**config.mk**
```make
export PLATFORM = sky130hd
export DESIGN_NAME = fetch_queue_frontend
export DESIGN_NICKNAME = d
export VERILOG_FILES = /design/src/rtl/fetch_queue_frontend.sv
export SDC_FILE = /design/constraint.sdc
export NUM_CORES = 1
export LEC_CHECK = 0
export BUFFER_PORTS_ARGS = -buffer_cell sky130_fd_sc_hd__buf_2
export CAP_MARGIN = 10
export CORE_ASPECT_RATIO = 1.2
export CORE_MARGIN = 3
export CORE_UTILIZATION = 33
export CTS_BUF_LIST = sky130_fd_sc_hd__clkbuf_4
export DETAILED_ROUTE_END_ITERATION = 8
export PLACE_DENSITY_LB_ADDON = 0.05
export SLEW_MARGIN = 25
export SYNTH_ARGS = -nofsm -noshare
export SYNTH_HDL_FRONTEND = slang
export SYNTH_SLANG_ARGS = --single-unit
```
**constraint.sdc**
```tcl
create_clock -name clk -period 5.2 [get_ports clk]
set_clock_uncertainty 0.15 [all_clocks]
set_input_delay 0.78 -clock clk [delete_from_list [all_inputs] [get_ports clk]]
set_output_delay 0.78 -clock clk [all_outputs]
set_load 0.01 [all_outputs]
```
**src/rtl/fetch_queue_frontend.sv**
```systemverilog
// rtl/fetch_queue_frontend.sv - instruction fetch frontend with static prediction and a DEPTH-entry fetch queue
//
// Fetches one word per cycle from a combinational instruction memory, picks the
// next fetch address with a static branch/jump predictor and queues
// {pc, instr, pred} for decode. A redirect from execute flushes and restarts.
//
// Ports:
//   clk, reset          rising-edge clock, synchronous active-high reset
//   iaddr, ireq         fetch address (fetch PC) and fetch strobe
//   idata               instruction word at iaddr, same cycle
//   redirect,
//   redirect_pc         flush request and restart address from execute
//   out_valid,
//   out_ready           head-of-queue handshake towards decode
//   out_pc, out_instr,
//   out_pred            head entry fields (all zero while the queue is empty)
module fetch_queue_frontend #(
    parameter int          DEPTH    = 4,
    parameter logic [31:0] RESET_PC = 32'h0000_0000,
    parameter bit          PREDICT  = 1'b1
) (
    input  logic        clk,
    input  logic        reset,
    output logic [31:0] iaddr,
    output logic        ireq,
    input  logic [31:0] idata,
    input  logic        redirect,
    input  logic [31:0] redirect_pc,
    output logic        out_valid,
    input  logic        out_ready,
    output logic [31:0] out_pc,
    output logic [31:0] out_instr,
    output logic [31:0] out_pred
);
    localparam int          AW       = $clog2(DEPTH);
    localparam logic [AW:0] FULL_CNT = (AW + 1)'(DEPTH);

    localparam logic [5:0] OP_J   = 6'b000010;
    localparam logic [5:0] OP_JAL = 6'b000011;
    localparam logic [5:0] OP_BEQ = 6'b000100;
    localparam logic [5:0] OP_BNE = 6'b000101;

    logic [31:0]   fpc_q, fpc_d;
    logic [AW-1:0] rd_ptr_q, rd_ptr_d;
    logic [AW-1:0] wr_ptr_q, wr_ptr_d;
    logic [AW:0]   count_q, count_d;

    logic [31:0] pc_mem_q    [DEPTH];
    logic [31:0] pc_mem_d    [DEPTH];
    logic [31:0] instr_mem_q [DEPTH];
    logic [31:0] instr_mem_d [DEPTH];
    logic [31:0] pred_mem_q  [DEPTH];
    logic [31:0] pred_mem_d  [DEPTH];

    logic        push;
    logic        pop;
    logic [5:0]  opcode;
    logic [31:0] seq_pc;
    logic [31:0] br_off;
    logic [31:0] pred_pc;

    // Static predictor: backward conditional branches taken, jumps always taken.
    always_comb begin
        opcode  = idata[31:26];
        seq_pc  = fpc_q + 32'd4;
        br_off  = {{14{idata[15]}}, idata[15:0], 2'b00};
        pred_pc = seq_pc;
        if (PREDICT) begin
            if ((opcode == OP_BEQ || opcode == OP_BNE) && idata[15]) begin
                pred_pc = seq_pc + br_off;
            end else if (opcode == OP_J || opcode == OP_JAL) begin
                pred_pc = {seq_pc[31:28], idata[25:0], 2'b00};
            end
        end
    end

    assign out_valid = (count_q != '0);
    // A redirect discards the head, so decode's accept is ignored that cycle.
    assign pop       = out_valid & out_ready & ~redirect;
    // When full, a same-cycle pop frees the slot being written.
    assign ireq      = ~reset & ~redirect & ((count_q != FULL_CNT) | pop);
    assign push      = ireq;
    assign iaddr     = fpc_q;

    always_comb begin
        fpc_d    = fpc_q;
        rd_ptr_d = rd_ptr_q;
        wr_ptr_d = wr_ptr_q;
        count_d  = count_q;
        if (redirect) begin
            fpc_d    = redirect_pc;
            rd_ptr_d = '0;
            wr_ptr_d = '0;
            count_d  = '0;
        end else begin
            if (push) begin
                fpc_d    = pred_pc;
                wr_ptr_d = wr_ptr_q + AW'(1);
            end
            if (pop) begin
                rd_ptr_d = rd_ptr_q + AW'(1);
            end
            case ({push, pop})
                2'b10:   count_d = count_q + (AW + 1)'(1);
                2'b01:   count_d = count_q - (AW + 1)'(1);
                default: count_d = count_q;
            endcase
        end
    end

    always_ff @(posedge clk) begin
        if (reset) begin
            fpc_q    <= RESET_PC;
            rd_ptr_q <= '0;
            wr_ptr_q <= '0;
            count_q  <= '0;
        end else begin
            fpc_q    <= fpc_d;
            rd_ptr_q <= rd_ptr_d;
            wr_ptr_q <= wr_ptr_d;
            count_q  <= count_d;
        end
    end

    // Storage needs no reset: entries are only visible through count_q.
    always_comb begin
        pc_mem_d    = pc_mem_q;
        instr_mem_d = instr_mem_q;
        pred_mem_d  = pred_mem_q;
        if (push) begin
            pc_mem_d[wr_ptr_q]    = fpc_q;
            instr_mem_d[wr_ptr_q] = idata;
            pred_mem_d[wr_ptr_q]  = pred_pc;
        end
    end

    always_ff @(posedge clk) begin
        pc_mem_q    <= pc_mem_d;
        instr_mem_q <= instr_mem_d;
        pred_mem_q  <= pred_mem_d;
    end

    assign out_pc    = out_valid ? pc_mem_q[rd_ptr_q]    : 32'd0;
    assign out_instr = out_valid ? instr_mem_q[rd_ptr_q] : 32'd0;
    assign out_pred  = out_valid ? pred_mem_q[rd_ptr_q]  : 32'd0;

endmodule

```
Word level (Yosys, flattened, before mapping)
Cells that the tools add are included.
{ "classes": {"bitwise": 9, "order_cmp": 3, "n_eq_ne": 7, "reduce_logical": 8, "n_addsub": 6, "mux": 22} }
{ "op_table": {"columns": ["operator", "n"], "rows": [
  ["2-to-1 mux 32 bit", 13],
  ["bitwise mux 128 bit", 3],
  ["binary-select mux 32 bit (select 2 bit)", 3],
  ["demux 32 bit (select 2 bit)", 1],
  ["adder 32 x 3 -> 32 bit (second input constant)", 1],
  ["adder 32 bit", 1],
  ["2-to-1 mux 28 bit", 1],
  ["equality test 6 x 2 -> 1 bit (second input constant)", 2],
  ["equality test 6 x 3 -> 1 bit (second input constant)", 2],
  ["greater-or-equal comparator 3 bit (second input constant)", 2],
  ["inverter 2 -> 3 bit", 2],
  ["one-hot mux 3 bit (2 select lines)", 1],
  ["adder 2 x 1 -> 2 bit (second input constant)", 2],
  ["bitwise AND 1 bit", 4],
  ["nonzero test 2 bit", 2],
  ["adder 3 x 1 -> 3 bit (second input constant)", 1],
  ["less-than comparator 3 x 1 -> 1 bit (second input constant)", 1],
  ["!= test 3 bit (second input constant)", 1],
  ["nonzero test 3 bit", 1],
  ["subtractor 3 x 1 -> 3 bit (second input constant)", 1],
  ["equality test 2 x 1 -> 1 bit (second input constant)", 1],
  ["equality test 2 bit (second input constant)", 1],
  ["logical AND 1 bit", 2],
  ["logical OR 1 bit", 2],
  ["other kinds (3)", 4]
]} }
{ "word_totals": {"register_bits": 423, "word_cells": 71, "output_inout_bits": 130} }

Logic depth before layout (Yosys ltp)
Gate-level depths: netlist (run 1).
{ "logic_depth": {"ltp_word": 7, "ltp_mapped": 17, "depth_no_buf": 15} }

Worst setup path before layout (run 1)
OpenSTA, ideal clock, no wires.
{ "synth_timing": {"path_kind": "input to register", "startpoint": "input redirect", "endpoint": "register instr_mem_q[0] (netlist name) (enable)", "arrival_time_ns": 4.134, "slack_ns": 0.449, "cell_stages": 6, "n_path_buf": 3, "required_ns": 4.584, "cell_sequence": "clkbuf_8 nand2b_1 nand3_1 clkbuf_1 clkbuf_1 and3_1"} }
{ "synth_via": {"elab_chain_len": 4, "word_cells_on_any_way": 5, "classes_between": "bitwise: 5"} }
{ "synth_lines": {"columns": ["item", "line", "source"], "rows": [
  ["from (decl)", "27", "input logic redirect,"],
  ["inverter 1 bit (*)", "79, 81", null],
  ["bitwise AND 1 bit", "79", "assign pop = out_valid & out_ready & ~redirect;"],
  ["OR 1 bit", "81", "assign ireq = ~reset & ~redirect & ((count_q != FULL_CNT) | pop);"],
  ["bitwise AND 1 bit (*)", "81", null],
  ["to (signal assigned)", "139", "instr_mem_q <= instr_mem_d;"],
  ["to (decl)", "50", "logic [31:0] instr_mem_q [DEPTH];"]
]} }
Every way passes the cells marked *; elsewhere a longest branch is shown, timed or not.
A chain may end at the register's enable or synchronous reset.

Worst setup path after layout (run 1)
{ "layout_timing": {"startpoint": "register fpc_q[10], in the netlist iaddr[10]", "endpoint": "register fpc_q[31], in the netlist iaddr[31]"} }
{ "layout_via": {"elab_chain_len": 5} }
{ "layout_lines": {"columns": ["item", "line", "source"], "rows": [
  ["from (decl)", "43", "logic [31:0] fpc_q, fpc_d;"],
  ["from (signal assigned)", "118", "fpc_q <= fpc_d;"],
  ["adder 32 x 3 -> 32 bit (*)", "65", "seq_pc = fpc_q + 32'd4;"],
  ["adder 32 bit", "70", "pred_pc = seq_pc + br_off;"],
  ["2-to-1 mux 32 bit (*)", "69", "if ((opcode == OP_BEQ || opcode == OP_BNE) && idata[15]) begin"],
  ["2-to-1 mux 32 bit (*)", "96", "if (push) begin"],
  ["2-to-1 mux 32 bit (*)", "90", "if (redirect) begin"]
]} }
Every way passes the cells marked *; elsewhere a longest branch is shown, timed or not. The select of a mux whose other input is x is not followed.

==> flow_summary.json, run 1 <==
{
  "cp_data_arrival_time_ps": 5140,
  "post_route_cells_drive_above_1_share_pct": 31.40,
  "totalWireLength_um": 58550,
  "rsz0062_at_grt": "no",
  "net_count_after_synthesis": 1377,
  "place_congestion": 0.8619,
  "floorplan.die_area_sq_um": 61260,
  "worst_ir_drop_vdd_mv": 0.1434,
  "core_region_area_sq_um": 57420,
  "grt-ovfl-total": 0,
  "grt_pass1_wl_um": 86260,
  "syn_inst": 1265,
  "totalNegativeSetupSlack_ps": 0,
  "setup_ws_ps": 674.2,
  "synth-seq-cells": 423,
  "postCtsResizedCells": 0,
  "die_outline_width_um": 226.4,
  "areaGrowthSynthToFinish_pct": 19.92,
  "hold_violations_final": 0,
  "yosys_most_used_dff": "sky130_fd_sc_hd__edfxtp_1",
  "cts.root.buffer_cell": "sky130_fd_sc_hd__clkbuf_4",
  "largest_net_degree_at_the_start_of_global_routing": 63,
  "detailroute.via_count": 12356,
  "worst_setup_path_end_kind": "flop",
  "critical_path.max_fanout": 9,
  "cts_inserted_buffers": 112,
  "mappedNetlistArea_sq_um": 19240,
  "report.power.total_w": 0.007467,
  "drt-vias-per-instance": 5.116,
  "critPathKind": "flop to flop",
  "syn_avg_cell_area_sq_um": 15.21,
  "multi_input_comb_area_sq_um": 6533,
  "place_hpwl_um": 39600,
  "max_slew.worst_pin.slew_ps": 981.7,
  "grt_util_met1_pct": 24.66,
  "seq_area_frac_synth_pct": 63.98,
  "drt_first_iter_violations": 774,
  "drv_cap": 0,
  "p_leak_nw": 8.447,
  "synth_top_area_cell": "sky130_fd_sc_hd__edfxtp_1",
  "placedInstanceArea_sq_um": 21270,
  "status": "finished clean",
  "crit_path_start_kind": "flop",
  "floorplan.rows": 96,
  "hold_path.class": "primary input to flop",
  "max_clock_buf_depth": 3,
  "setup_viol_count_final": 0,
  "dp_slack_ps": 667.2,
  "io_pins": 198,
  "wire_per_inst_um": 24.24,
  "drt-pass1-iter-count": 4,
  "htree_levels": 3,
  "grt_pass1_vias": 13062,
  "period_needed_ps": 4526,
  "nets": 1696,
  "final.fill_count": 5463,
  "layout_worst_path_cycle_share_pct": 87.03,
  "place.port_buffers": 197,
  "num_clock_sinks": 423,
  "power_density_nw_per_um2": 323.6,
  "holdBufCountCts": 36,
  "clock.fmax_mhz": 221.0,
  "floorplan.die.height_um": 270.5,
  "global_route_met2_usage_pct": 32.20,
  "clk_pin_slew_ps": 70,
  "grt-busiest-layer": "met2",
  "layout.area.seq_sq_um": 12320,
  "groute.usage.overall_pct": 19.21,
  "cts_post_setup_buffers_inserted": 0,
  "source_to_sink_clock_delay_at_the_later_pin_of_the_worst_skew_pair_ps": 860,
  "post-synth-top-area-fraction_pct": 59.93,
  "yosys_warnings": 0,
  "grt_antenna_before_repair": 4,
  "drtAntennaViolNets": 0,
  "post-route-drc-count": 0,
  "worst_slew_margin_rel_pct": 33.86,
  "grt.met3_usage_pct": 4.569,
  "initial_utilization_pct": 33.51,
  "clock_tree_from_tritoncts": "done",
  "design_area_sq_um": 23070,
  "finish.utilization_pct": 40.19,
  "synth-edff-count": 384,
  "timing.final.max_slew_violations": 0,
  "yosys.cell_types.count": 72,
  "critical_path_required_ps": 5810,
  "synth_area_leaders": "sky130_fd_sc_hd__edfxtp_1, sky130_fd_sc_hd__mux4_2, sky130_fd_sc_hd__dfxtp_1, sky130_fd_sc_hd__and2_1, sky130_fd_sc_hd__ha_1",
  "synth-async-reset-ratio_pct": 0
}
==> cell type report <==
cell class	count	area share, %
Inverter	28	0.4555
Clock buffer	158	5.140
Multi-Input combinational cell	747	28.31
Sequential cell	423	53.39
Clock inverter	47	1.074
Timing Repair Buffer	272	7.591
Tap cell	735	3.985
Antenna cell	5	0.05422
==> routing by layer <==
layer  routed length (um)  vias to the layer above  share of wire (%)
li1                     -                     5661                  -
met1                24820                     6271                 42
met2                29270                      345                 50
met3                 3194                       79                5.5
met4                 1263                        0                2.2
met5                    0                        -                  0
==> metrics by stage <==
| step | std cells | hold slack [ps] |
|---|---|---|
| 3_5_place_dp | 2169 | 352.0 |
| 3_3_place_gp | 2169 | 340.7 |
| 5_1_grt | 2414 | 31.52 |
| 4_1_cts | 2410 | 0.04163 |
| 6_report | 2415 | 120.5 |
| 2_1_floorplan | 1265 | 314.7 |
==> report_power, final <==
| part | switching [W] | leakage [nW] | internal [W] | total, W |
|---|---|---|---|---|
| sequential | 0.0000457 | 3.89 | 0.00380 | 0.00385 |
| combinational | 0.000446 | 3.72 | 0.000277 | 0.000723 |
| clock | 0.00139 | 0.838 | 0.00150 | 0.00289 |
==> cell families (layout without fill, tap and decap cells) <==
logic type / count (synthesis) / in the layout / share of synthesized area [%]
AOI/OAI and AO/OA: 200 / 200 / 7.283
xor gates and xnor gates: 54 / 54 / 2.458
adders and majority gates: 44 / 44 / 2.939
buffers and inverters: 95 / 505 / 2.276
DFF: 423 / 423 / 63.98
muxes: 102 / 102 / 11.55
other: 0 / 5 / 0
and+or+nand+nor: 347 / 347 / 9.513
==> critical path, cell delays in order (launching register included) <==
cell and delay, ps:
sky130_fd_sc_hd__dfxtp_1 500, sky130_fd_sc_hd__and4_1 270, sky130_fd_sc_hd__and2_1 270, sky130_fd_sc_hd__and4_1 290, sky130_fd_sc_hd__and2_1 160, sky130_fd_sc_hd__xor2_1 120
sky130_fd_sc_hd__ha_1 340, sky130_fd_sc_hd__nor3_1 340, sky130_fd_sc_hd__o211ai_1 180, sky130_fd_sc_hd__a221oi_1 450, sky130_fd_sc_hd__nor2_1 100, sky130_fd_sc_hd__a2111oi_1 560
sky130_fd_sc_hd__o41ai_4 220, sky130_fd_sc_hd__mux2i_1 170, sky130_fd_sc_hd__a2111oi_2 320
==> layout by cell type, fill, tap and decap left out, drive strengths merged, types with 21 or more instances in the layout <==
cell and n:
dfxtp 39, and2 107, clkinv 41, xnor2 37, o21ai 39, nor2 65
edfxtp 384, mux4 96, ha 42, inv 29, buf 236, nand2 67
dlygate4sd3 36, a21oi 46, nor3 21, clkbuf 158
==> synthesized netlist by cell type (all sizes together), types with 5 or more instances <==
| library cell | count |
|---|---|
| edfxtp | 384 |
| and2 | 107 |
| mux4 | 96 |
| nand2 | 67 |
| nor2 | 65 |
| clkbuf | 48 |
| a21oi | 46 |
| ha | 42 |
| dfxtp | 39 |
| o21ai | 39 |
| xnor2 | 37 |
| inv | 28 |
| nor3 | 21 |
| buf | 19 |
| nand3 | 17 |
| xor2 | 17 |
| and3 | 15 |
| a22oi | 14 |
| a21o | 13 |
| nand4 | 13 |
| a211oi | 9 |
| nand2b | 9 |
| or3 | 9 |
| a221o | 8 |
| a311oi | 8 |
| o31ai | 8 |
| mux2i | 6 |
| o21a | 6 |
| o21bai | 6 |
| a211o | 5 |
| a31oi | 5 |
| nor2b | 5 |
==> final timing paths <==
| check | startpoint | end | slack (ps) | cells past startpoint |
|---|---|---|---|---|
| hold reg to reg | wr_ptr_q[1]$_SDFFE_PN0P_ | wr_ptr_q[1]$_SDFFE_PN0P_ | 360 | 2 |
| setup reg to reg | iaddr[10]$_SDFFE_PP0P_ | iaddr[31]$_SDFFE_PP0P_ | 670 | 14 |
| hold / removal | idata[10] | instr_mem_q[10]$_DFFE_PP_ | 120 | 1 |
| setup / recovery | iaddr[10]$_SDFFE_PP0P_ | iaddr[31]$_SDFFE_PP0P_ | 670 | 14 |
==> state kept, by name, summed over array words and instances (netlist names) <==
register     flops
pc_mem_q       128
pred_mem_q     128
count_q          3
instr_mem_q    128
iaddr           32
rd_ptr_q         2
wr_ptr_q         2
No activity file was read; power rests on OpenSTA's default activity.
==> inputs of run 2 (changes only) <==
--- a/config.mk
+++ b/config.mk
@@ -7,7 +7,7 @@
 export LEC_CHECK = 0
 export BUFFER_PORTS_ARGS = -buffer_cell sky130_fd_sc_hd__buf_2
 export CAP_MARGIN = 10
-export CORE_ASPECT_RATIO = 1.2
+export CORE_ASPECT_RATIO = 1.1
 export CORE_MARGIN = 3
 export CORE_UTILIZATION = 33
 export CTS_BUF_LIST = sky130_fd_sc_hd__clkbuf_4
==> run 2 against run 1 <==
Global-route usage down 0.38 points. Critical endpoint unchanged. Final area up 0.30%. Register-to-register slack worse by 150 ps. Sequential share of layout area down 0.16 points. Flip-flop and latch count unchanged. Combinational power down 0.8%. Count of clock-buffer cells in the layout up 13. First-iteration DRC count up 3.6%. Critical path type unchanged. Core utilization about the same. Critical path depth unchanged.
==> flow_summary.json, run 2 (synthesized netlist as in run 1, its figures left out) <==
{
  "drtAntennaViolNets": 0,
  "cts_inserted_buffers": 114,
  "biggestRegsByFlops": "instr_mem_q (128), pc_mem_q (128), pred_mem_q (128)",
  "regToRegStartpoint": "iaddr[7]$_SDFFE_PP0P_",
  "nets": 1705,
  "critical_path.max_fanout": 8,
  "worst_ir_drop_vdd_mv": 0.1393,
  "groute.usage.overall_pct": 18.84,
  "source_to_sink_clock_delay_at_the_later_pin_of_the_worst_skew_pair_ps": 900,
  "place.port_buffers": 197,
  "floorplan.die.height_um": 259.3,
  "totalWireLength_um": 57620,
  "floorplan.rows": 92,
  "grt_pass1_wl_um": 85190,
  "htree_levels": 3,
  "drt-pass1-iter-count": 4,
  "wire_per_inst_um": 23.63,
  "clk_pin_slew_ps": 60,
  "worst_setup_path_startpoint": "iaddr[7]$_SDFFE_PP0P_",
  "drt-vias-per-instance": 5.033,
  "hold_path.startpoint": "idata[4]",
  "period_needed_ps": 4672,
  "layout_worst_path_cycle_share_pct": 89.84,
  "layout_commonest_cell": "sky130_fd_sc_hd__edfxtp_1",
  "floorplan.die_area_sq_um": 61250,
  "place_congestion": 0.8405,
  "post-route-drc-count": 0,
  "worst_slew_margin_rel_pct": 32.73,
  "max_slew.worst_pin.slew_ps": 998.5,
  "layout.cells.most_common_list": "sky130_fd_sc_hd__edfxtp_1, sky130_fd_sc_hd__buf_2, sky130_fd_sc_hd__clkbuf_4",
  "largest_net_degree_at_the_start_of_global_routing": 62,
  "timing.final.max_slew_violations": 0,
  "place_hpwl_um": 39310,
  "io_pins": 198,
  "crit_path_start_kind": "flop",
  "status": "finished clean",
  "cts.root.buffer_cell": "sky130_fd_sc_hd__clkbuf_4",
  "clock_tree_from_tritoncts": "done",
  "p_leak_nw": 8.497,
  "hold_violations_final": 0,
  "finish.utilization_pct": 40.21,
  "grt-ovfl-total": 0,
  "grt_antenna_before_repair": 3,
  "grt_pass1_vias": 12843,
  "critPathKind": "flop to flop",
  "final.fill_count": 5529,
  "power_density_nw_per_um2": 322.0,
  "worst_setup_path_end_kind": "flop",
  "critical_path_required_ps": 5810,
  "rsz0062_at_grt": "no",
  "hold_path.class": "primary input to flop",
  "core_region_area_sq_um": 57560,
  "post_route_cells_drive_above_1_share_pct": 31.95,
  "setup_viol_count_final": 0,
  "initial_utilization_pct": 33.43,
  "cp_data_arrival_time_ps": 5290,
  "max_clock_buf_depth": 3,
  "drv_cap": 0,
  "areaGrowthSynthToFinish_pct": 20.27,
  "finalHoldWorstSlack_ps": 116.2,
  "drt_first_iter_violations": 802,
  "clock.fmax_mhz": 214.1,
  "die_outline_width_um": 236.2,
  "totalNegativeSetupSlack_ps": 0,
  "num_clock_sinks": 423,
  "detailroute.via_count": 12270
}
==> run 2: critical path, cell delays in order (launching register included) <==
cell and delay (ps):
sky130_fd_sc_hd__dfxtp_1 480, sky130_fd_sc_hd__and4_1 330, sky130_fd_sc_hd__and2_1 300, sky130_fd_sc_hd__and4_1 300, sky130_fd_sc_hd__and2_1 160, sky130_fd_sc_hd__xor2_1 110, sky130_fd_sc_hd__ha_1 330, sky130_fd_sc_hd__nor3_1 370
sky130_fd_sc_hd__o211ai_1 170, sky130_fd_sc_hd__a221oi_1 480, sky130_fd_sc_hd__nor2_1 100, sky130_fd_sc_hd__a2111oi_1 550, sky130_fd_sc_hd__o41ai_4 210, sky130_fd_sc_hd__mux2i_1 170, sky130_fd_sc_hd__a2111oi_2 320
==> run 2: stage by stage <==
stage	std cells	power (W)	cell area, sq um	setup WS, ps
finish	2438	0.007452	23140	528.4
global route	2438	0.007855	23140	109.5
CTS	2436	0.007600	23140	575.1
detailed placement	2185	0.004629	21250	628.6
global placement	2185	0.004628	21250	720.6
floorplan	1265	0.004329	19240	449.4
==> run 2: routing by layer <==
layer,vias up,share of wire [%],wire length (um),track usage [%]
met4,0,1.7,963,5.561
met1,6222,44,25390,24.98
met5,-,0,0,0
met2,316,49,28350,31.20
met3,60,5.0,2908,4.122
li1,5672,-,-,-
==> run 2: timing repair <==
action,CTS,global route
hold endpoints to repair,105,0
gates resized for setup,0,0
setup buffers,0,0
hold buffers,44,0
==> run 2: report_power, final <==
part	internal, W	switching (W)
sequential	0.00381	0.0000478
combinational	0.000278	0.000439
clock	0.00150	0.00138
==> run 2: final timing paths <==
path	slack [ps]	to	cells after the start
setup reg to reg	530	iaddr[31]$_SDFFE_PP0P_	14
hold / removal	120	instr_mem_q[68]$_DFFE_PP_	1
hold reg to reg	350	wr_ptr_q[1]$_SDFFE_PN0P_	2
setup / recovery	530	iaddr[31]$_SDFFE_PP0P_	14
==> run 2: final cells by class <==
| class | count | area (sq um) | area share [%] |
|---|---|---|---|
| antenna | 2 | 5.005 | 0.02163 |
| clock buffer | 171 | 1284 | 5.547 |
| clock inverter | 36 | 161.4 | 0.6974 |
| inverter | 28 | 105.1 | 0.4541 |
| multi-input combinational | 747 | 6529 | 28.21 |
| sequential | 423 | 12320 | 53.23 |
| tap | 752 | 940.9 | 4.066 |
| timing repair buffer | 279 | 1799 | 7.774 |
==> inputs of run 3 (changes only) <==
==> constraint.sdc (replaced) <==
create_clock -name clk -period 4.59 [get_ports clk]
set_clock_uncertainty 0.15 [all_clocks]
set_input_delay 0.6885 -clock clk [delete_from_list [all_inputs] [get_ports clk]]
set_output_delay 0.6885 -clock clk [all_outputs]
set_load 0.01 [all_outputs]
==> run 3 against run 2 <==
Sequential power rose by 13%. Highest routed layer unchanged. Count of clock-buffer cells in the layout rose by 7. Worst setup slack got worse by 140 ps. First-iteration DRC count rose by 1.7%. Core utilization rose by 0.58 points. Final area rose by 1.4%. Final cell count rose by 0.82%. Maximum frequency rose by 11%. Flip-flop and latch count did not move.
==> flow_summary.json, run 3 (synthesized netlist as in run 1, its figures left out) <==
{
  "status": "finished clean",
  "floorplan.die_area_sq_um": 61250,
  "detailroute.via_count": 12443,
  "cp_data_arrival_time_ps": 4810,
  "clk_pin_slew_ps": 70,
  "setup_viol_count_final": 0,
  "stdcell_count": 2458,
  "layout_commonest_cell": "sky130_fd_sc_hd__edfxtp_1",
  "source_to_sink_clock_delay_at_the_later_pin_of_the_worst_skew_pair_ps": 870,
  "floorplan.die.height_um": 259.3,
  "timing.final.max_slew_violations": 0,
  "nets": 1733,
  "cts_post_setup_buffers_inserted": 0,
  "period_needed_ps": 4204,
  "rsz0062_at_grt": "no",
  "num_clock_sinks": 423,
  "cts.root.buffer_cell": "sky130_fd_sc_hd__clkbuf_4",
  "areaGrowthSynthToFinish_pct": 22.00,
  "drv_cap": 0,
  "drt_first_iter_violations": 816,
  "critical-path-top-delay-family": "simple AND/OR/NAND/NOR gates",
  "grt_pass1_vias": 13111,
  "maximum_cell_stage_delay_along_the_critical_path_ps": 390,
  "hold_path.class": "primary input to flop",
  "clock.fmax_mhz": 237.9,
  "worst_slew_margin_rel_pct": 38.95,
  "max_clock_buf_depth": 3,
  "finalHoldWorstSlack_ps": 141.2,
  "drt-vias-per-instance": 5.062,
  "cell_chain_of_the_critical_path": "and4_1 -> and2_1 -> and4_1 -> and2_1 -> xor2_1 -> ha_1 -> nor3_1 -> o211ai_1 -> a221oi_2 -> nor2_1 -> a2111oi_2 -> o41ai_4 -> mux2i_1 -> a2111oi_2",
  "post_route_cells_drive_above_1_share_pct": 33.02,
  "path_buf_inv": 0,
  "crit_path_start_kind": "flop",
  "critPathKind": "flop to flop",
  "hold_violations_final": 0,
  "clock_tree_from_tritoncts": "done",
  "critPathSlowestCell": "sky130_fd_sc_hd__a2111oi_2",
  "power_density_nw_per_um2": 365.9,
  "place.port_buffers": 197,
  "critical_path.max_fanout": 8,
  "biggestRegsByFlops": "instr_mem_q (128), pc_mem_q (128), pred_mem_q (128)",
  "layout.cells.most_common_list": "sky130_fd_sc_hd__edfxtp_1, sky130_fd_sc_hd__buf_2, sky130_fd_sc_hd__clkbuf_4",
  "totalWireLength_um": 58470,
  "final.fill_count": 5522,
  "drtAntennaViolNets": 0,
  "core_region_area_sq_um": 57560,
  "worst_setup_path_end_kind": "flop",
  "post-route-drc-count": 0,
  "place_hpwl_um": 39610,
  "critical_path_required_ps": 5200,
  "cts_inserted_buffers": 112,
  "die_outline_width_um": 236.2,
  "dp.cells": 2201,
  "worst_ir_drop_vdd_mv": 0.1876,
  "p_leak_nw": 8.665,
  "initial_utilization_pct": 33.43,
  "drt-pass1-iter-count": 5,
  "grt_antenna_before_repair": 3,
  "layout_worst_path_cycle_share_pct": 91.58,
  "grt_pass1_wl_um": 86920,
  "report.power.total_w": 0.008590,
  "largest_net_degree_at_the_start_of_global_routing": 66,
  "io_pins": 198,
  "groute.usage.overall_pct": 19.18,
  "floorplan.rows": 92,
  "wire_per_inst_um": 23.79,
  "grt-ovfl-total": 0,
  "place_congestion": 0.8413,
  "max_slew.worst_pin.slew_ps": 912.3,
  "htree_levels": 3,
  "totalNegativeSetupSlack_ps": 0
}
-- run 3: tightest hold or removal path, delay by kind of cell --
kind	cells	cell delay (ps)
compound gates	2	180
simple gates	1	130
buf+inv	1	100
-- run 3: through the flow --
step | instance area, sq um | worst slack [ps] | util (%)
floorplan | 19250 | 568.3 | -
global placement | 21390 | 315.3 | 37.16
detailed placement | 21390 | 210.4 | 37.16
CTS | 23450 | 174.2 | 40.75
global route | 23480 | 9.441 | 40.79
finish | 23480 | 386.4 | 40.79
-- run 3: final cells by class --
type	count	area (sq um)	share of cell area (%)
clock inverter	20	150.1	0.6396
antenna	1	2.502	0.01066
tap	752	940.9	4.008
multi-input combinational	747	6548	27.89
clock buffer	178	1336	5.692
sequential	423	12320	52.49
inverter	28	105.1	0.4477
timing repair buffer	309	2072	8.826
-- run 3: power by group --
| group | switching (W) | internal (W) |
|---|---|---|
| Sequential | 0.0000360 | 0.00431 |
| Combinational | 0.000521 | 0.000333 |
| Clock | 0.00153 | 0.00185 |
| Total | 0.00209 | 0.00650 |
-- run 3: worst paths after layout --
| kind | start | endpoint | slack, ps | cells after the start |
|---|---|---|---|---|
| max reg2reg | iaddr[5]$_SDFFE_PP0P_ | iaddr[31]$_SDFFE_PP0P_ | 390 | 14 |
| max | iaddr[5]$_SDFFE_PP0P_ | iaddr[31]$_SDFFE_PP0P_ | 390 | 14 |
| min reg2reg | wr_ptr_q[1]$_SDFFE_PN0P_ | wr_ptr_q[1]$_SDFFE_PN0P_ | 350 | 2 |
| min | redirect_pc[22] | iaddr[22]$_SDFFE_PP0P_ | 140 | 4 |
-- run 3: layer usage --
layer	GRT usage [%]	up-vias	wire, um	share of wire [%]
met4	6.687	0	1401	2.4
li1	-	5720	-	-
met3	4.176	86	3113	5.3
met1	24.80	6270	25350	43
met5	0	-	0	0
met2	32.04	367	28610	49
-- run 3: timing repair --
action                     in CTS  in global routing
setup endpoints to repair       0                 13
hold buffers                   58                  0
hold endpoints to repair      151                  0
resized for setup               0                  7
